**src/rtl/oh_fifo_pkg.sv**
```systemverilog
// Shared constants for the oh_fifo family.
// Holds the default data width of the upstream async FIFO and the depth of the
// local holding store used by the drain adapter.
package oh_fifo_pkg;

  localparam int OH_FIFO_DW        = 104;
  localparam int OH_FIFO_BUF_DEPTH = 2;

  // Local occupancy: 0..OH_FIFO_BUF_DEPTH entries.
  typedef logic [1:0] occ_t;

endpackage

```
**src/rtl/oh_fifo_drain_chk.sv**
```systemverilog
// Invariant checker for oh_fifo_drain (simulation only, no hardware).
// Ports: observes clk/reset/flush, the upstream FIFO handshake, and the
// holding-store push/pop/count of the drain adapter.
module oh_fifo_drain_chk (
  input logic       clk,
  input logic       reset,
  input logic       flush,
  input logic       fifo_empty,
  input logic       fifo_rd_en,
  input logic       push,
  input logic       pop,
  input logic [1:0] count
);

  a_occ_max: assert property (@(posedge clk) disable iff (reset)
    count <= 2'd2);

  a_no_overflow: assert property (@(posedge clk) disable iff (reset)
    !(push && !pop && !flush && (count == 2'd2)));

  a_no_read_empty: assert property (@(posedge clk) disable iff (reset)
    !(fifo_rd_en && fifo_empty));

endmodule

```
**src/rtl/oh_regbuf2.sv**
```systemverilog
// Two-entry in-order holding store.
// Ports:
//   clk, reset    - clock, synchronous active-high reset
//   flush         - drop all held entries at the next edge
//   push          - write push_data behind any remaining entry this edge
//   push_data     - entry to store
//   pop           - remove head entry this edge (caller guarantees count != 0)
//   head_data     - oldest held entry (don't-care when count == 0)
//   count         - number of held entries (0..2)
module oh_regbuf2
  import oh_fifo_pkg::*;
#(
  parameter int DW = OH_FIFO_DW
) (
  input  logic          clk,
  input  logic          reset,
  input  logic          flush,
  input  logic          push,
  input  logic [DW-1:0] push_data,
  input  logic          pop,
  output logic [DW-1:0] head_data,
  output logic [1:0]    count
);

  logic [DW-1:0] ent0_r;   // head entry
  logic [DW-1:0] ent1_r;   // second entry
  occ_t          count_r;

  // Entry counter: reset over flush over push/pop; push+pop leaves it unchanged.
  always_ff @(posedge clk) begin
    if (reset) begin
      count_r <= 2'd0;
    end else if (flush) begin
      count_r <= 2'd0;
    end else begin
      case ({push, pop})
        2'b10:   count_r <= count_r + 2'd1;
        2'b01:   count_r <= count_r - 2'd1;
        default: count_r <= count_r;
      endcase
    end
  end

  // Data entries carry no reset value; they are only meaningful below count_r.
  always_ff @(posedge clk) begin
    if (!reset && !flush) begin
      case ({push, pop})
        2'b10: begin
          if (count_r == 2'd0) begin
            ent0_r <= push_data;
          end else begin
            ent1_r <= push_data;
          end
        end
        2'b01: begin
          ent0_r <= ent1_r;
        end
        2'b11: begin
          // With two held, the new word queues behind the survivor;
          // with one held, the head drains and the new word becomes head.
          if (count_r == 2'd2) begin
            ent0_r <= ent1_r;
            ent1_r <= push_data;
          end else begin
            ent0_r <= push_data;
          end
        end
        default: begin
        end
      endcase
    end
  end

  assign head_data = ent0_r;
  assign count     = count_r;

endmodule

```
**src/rtl/oh_fifo_drain.sv**
```systemverilog
// Drain adapter: turns an async FIFO read port (strobe now, data next cycle)
// into a valid/ready stream through a two-entry holding store.
// Ports:
//   clk, reset    - FIFO read clock, synchronous active-high reset
//   flush         - drop buffered and in-flight data
//   fifo_empty    - upstream empty flag
//   fifo_dout     - upstream read data, valid the cycle after fifo_rd_en
//   fifo_rd_en    - upstream read strobe (combinational on out_ready)
//   out_valid     - out_data holds a beat
//   out_ready     - downstream accepts a beat
//   out_data      - head-of-buffer data
//   occupancy     - entries held locally (0..2)
module oh_fifo_drain
  import oh_fifo_pkg::*;
#(
  parameter int DW = OH_FIFO_DW
) (
  input  logic          clk,
  input  logic          reset,
  input  logic          flush,
  input  logic          fifo_empty,
  input  logic [DW-1:0] fifo_dout,
  output logic          fifo_rd_en,
  output logic          out_valid,
  input  logic          out_ready,
  output logic [DW-1:0] out_data,
  output logic [1:0]    occupancy
);

  localparam logic [2:0] BUF_DEPTH = 3'(OH_FIFO_BUF_DEPTH);

  logic       inflight_r;
  logic       pop_s;
  logic       push_s;
  occ_t       count_s;
  logic [2:0] credit_s;
  logic [2:0] limit_s;

  assign out_valid = (count_s != 2'd0);
  assign pop_s     = out_valid & out_ready;

  // A word landing in the flush cycle belongs to the dropped stream.
  assign push_s    = inflight_r & ~flush;

  // Credit test written as (held + inflight < depth + pop) to avoid underflow.
  assign credit_s   = {1'b0, count_s} + {2'b00, inflight_r};
  assign limit_s    = BUF_DEPTH + {2'b00, pop_s};
  assign fifo_rd_en = ~fifo_empty & ~flush & ~reset & (credit_s < limit_s);

  // Tracks a read whose data appears on fifo_dout this cycle.
  always_ff @(posedge clk) begin
    if (reset) begin
      inflight_r <= 1'b0;
    end else if (flush) begin
      inflight_r <= 1'b0;
    end else begin
      inflight_r <= fifo_rd_en;
    end
  end

  oh_regbuf2 #(
    .DW (DW)
  ) u_buf (
    .clk       (clk),
    .reset     (reset),
    .flush     (flush),
    .push      (push_s),
    .push_data (fifo_dout),
    .pop       (pop_s),
    .head_data (out_data),
    .count     (count_s)
  );

  assign occupancy = count_s;

  oh_fifo_drain_chk u_chk (
    .clk        (clk),
    .reset      (reset),
    .flush      (flush),
    .fifo_empty (fifo_empty),
    .fifo_rd_en (fifo_rd_en),
    .push       (push_s),
    .pop        (pop_s),
    .count      (count_s)
  );

endmodule

```
**config.mk**
```make
export PLATFORM = sky130hd
export DESIGN_NAME = oh_fifo_drain
export DESIGN_NICKNAME = d
export VERILOG_FILES = /design/src/rtl/oh_fifo_pkg.sv /design/src/rtl/oh_fifo_drain_chk.sv /design/src/rtl/oh_regbuf2.sv /design/src/rtl/oh_fifo_drain.sv
export SDC_FILE = /design/constraint.sdc
export NUM_CORES = 1
export LEC_CHECK = 0
export ABC_AREA = 1
export CORE_UTILIZATION = 52
export DETAILED_ROUTE_END_ITERATION = 6
export HOLD_SLACK_MARGIN = 0.15
export PLACE_DENSITY = 0.85
export SYNTH_ARGS = -nofsm -noshare
export SYNTH_HDL_FRONTEND = slang
export SYNTH_SLANG_ARGS = --single-unit
```
**constraint.sdc**
```tcl
create_clock -name clk -period 18.3 [get_ports clk]
set_input_delay 3.66 -clock clk [delete_from_list [all_inputs] [get_ports clk]]
set_output_delay 3.66 -clock clk [all_outputs]
set_load 0.005 [all_outputs]
```
==> flow_metrics.tcl <==
set metrics [dict create \
    outcome "complete, no violations" \
    grt_max_degree 109 \
    leakage_nw 4.12 \
    cts_hold_buf 0 \
    clockBufferDepth 3 \
    fin_worst_skew_ns 0.0178 \
    internal_power_w 0.000821 \
    ys_seq_area_share_pct 78.6 \
    worstSetupPathType "primary input to primary output" \
    timing.setup.tns_ns 0 \
    yosys.area.top_type "edfxtp_1" \
    synthTopCellsByArea "edfxtp_1, nand2_1, nand3_1, buf_2, ha_1" \
    io_pins 217 \
    crit_path_start_kind "primary input" \
    wirelength_um 18100 \
    synth_seq_cells 211 \
    dieArea_um2 15900 \
    seq_power_share_pct 52.9 \
    cpPeakStageDelay_ns 0.51 \
    use_met1_pct 28.8 \
    hold_viol_final 0 \
    required_ns 14.64 \
    place_ws_ns 9.50 \
    drc_errors 0 \
    cts_tree "done" \
    netSwitchingPower_w 0.000194 \
    wl_per_cell_um 17.9 \
    place.port_buffers 216 \
    grt.busiest_layer "met2" \
    path_clk_slew_ns 0.06 \
    arrival_ns 5.16 \
    worstMarginPinSlew_ns 1.23 \
    post-route-period-util_pct 48.2 \
    min-delay-start "u_buf.ent1_r[1]" \
    track_usage_pct 22.7 \
    setup.worst_path.end_class "primary output" \
    synth_nets 715 \
    yosys.area.top_type_share_pct 77.8 \
    vdd_drop_max_v 0.0000753 \
    fmax_ghz 0.113 \
    gp_congestion 0.796 \
    clock_latency_ns 0.49 \
    drt_iter0_drc 462 \
    rsz0062_at_grt "false" \
    ant_nets 0 \
    cts_root_buffer "clkbuf_16" \
    avgViaCountPerCell 5.40 \
    cts_sinks 211 \
    synthDistinctLibCells 17 \
    multiInputGateArea_um2 1550 \
    grt_pass1_wl_um 28200 \
    fp.dieH_um 126 \
    cts_setup_buffers 0 \
    met3_usage_pct 4.42 \
    vias 5482 \
    cts-resized-gates 0 \
    switching_share_pct 19.1 \
    cts_max_level 1 \
    path_common_cell "clkdlybuf4s50_1" \
    max_slew_margin_pct 18.1 \
    coreArea_um2 15100 \
    antenna_found_initial 0 \
    die_w_um 126 \
    rr_startpoint "u_buf.count[1]" \
    p_comb_share_pct 5.0 \
    timing.critical_path.from "flush" \
    timing.final.max_slew_violations 0 \
    slowest_stage "clkdlybuf4s50_1" \
    cp_cell_sequence "clkdlybuf4s50_1 > nor2_1 > nand2_1 > a21oi_1 > clkdlybuf4s50_1" \
    regArea_um2 6310 \
    maxCapViolations 0 \
    setup_viol 0 \
    min_path_type "flop to flop" \
    fin_crit_ns 8.82 \
    drt_pass1_iterations 4 \
    grt_pass1_vias 5476 \
    start_util_pct 53.0 \
    dp_hpwl_um 11200 \
    numCtsBuffers 22 \
    clkPwrFrac_pct 42.2 \
    finalWorstSetupSlack_ns 9.48 \
    ys_warn_count 0 \
    drive_gt1_share_pct 5.19 \
    finalNetCount 926 \
    synth_area_um2 8030 \
    path_max_fanout 6 \
    power_density_nw_per_um2 92.1 \
    area_growth_pct 37.2 \
    core.rowCount 45 \
    fillers 959 \
    netlist_instances 601 \
    diodes 0 \
    synth.avg_cell_area_um2 13.4 \
    globalRouteMet2Util_pct 39.4 \
    grt.overflow.total 0 \
]
==> logic make-up (layout without fill, tap and decap cells) <==
kind of cell               count (synthesis)  in the layout  share of synthesized area (%)
AOI/OAI and AO/OA                          5              5                          0.312
buffers and inverters                     41            268                           2.53
and+or+nand+nor                          339            339                           17.8
DFF                                      211            211                           78.6
adders and majority gates                  5              5                          0.779
==> through the flow <==
stage	hold WS, ns	total power [W]	instance area, µm²	cells	utilization, %
global placement	0.520	0.000594	10300	976	68.1
floorplan	0.515	0.000563	8030	601	-
CTS	0.541	0.00102	11000	1016	72.7
global route	0.562	0.00105	11000	1016	72.7
detailed placement	0.526	0.000597	10300	976	68.1
finish	0.536	0.00101	11000	1016	72.7
==> Yosys cell counts <==
cell / n
nand2_1: 222
edfxtp_1: 208
nand3_1: 107
buf_2: 15
buf_4: 8
inv_1: 8
buf_1: 6
nor2_1: 6
ha_1: 5
a21oi_1: 4
clkbuf_1: 4
dfxtp_1: 3
nand2_2: 1
nand4_1: 1
nor2_2: 1
nor2_8: 1
o21ai_0: 1
==> layout by cell type, fill, tap and decap left out, types with 4 or more instances in the layout <==
master	instances
clkbuf_1	5
clkdlybuf4s50_1	216
clkbuf_16	23
edfxtp_1	208
nand2_1	220
ha_1	5
nand3_1	107
buf_4	4
inv_1	8
clkinv_2	6
nor2_1	6
==> worst paths after layout <==
path	to	slack, ns	cells after the start
worst max-delay path	fifo_rd_en	9.48	5
worst min-delay path	u_buf.head_data[1]	0.54	2
worst min register to register	u_buf.head_data[1]	0.54	2
worst max register to register	u_buf.head_data[22]	14.71	8
==> flip-flops by register name, summed over array words and instances (netlist names) <==
register / cells
inflight_r: 1
u_buf.head_data: 104
u_buf.ent1_r: 104
u_buf.count: 2
==> area by class of cell <==
cell class                 instances  area share [%]
clock buffer                      31            5.77
clock inverter                     9           0.613
inverter                           8           0.273
multi-input combinational        349            14.1
sequential                       211            57.2
tap                              188            2.14
timing repair buffer             220            19.9
==> routing by layer <==
layer  up-vias  share of wire [%]  wire length [µm]
met5         -                  0                 0
met4         0                2.1               383
met3        37                6.4              1160
met2       242                 53              9590
met1      2653                 39              7020
li1       2550                  -                 -
==> power by group through the flow <==
| stage | clock network [W] | registers [W] | logic [W] |
|---|---|---|---|
| final | 0.000428 | 0.000537 | 0.0000504 |
| after detailed placement | 0 | 0.000547 | 0.0000505 |
| after floorplan | 0 | 0.000548 | 0.0000153 |
| after global routing | 0.000454 | 0.000537 | 0.0000549 |
| after CTS | 0.000435 | 0.000537 | 0.0000507 |
| after global placement | 0 | 0.000547 | 0.0000477 |
==> critical path: cells and delay by family <==
kind | cells | cell delay [ns]
AOI/OAI and AO/OA | 1 | 0.13
buffers and inverters | 2 | 0.94
and+or+nand+nor | 2 | 0.42
Note: power is estimated with default switching activity, not from simulation.
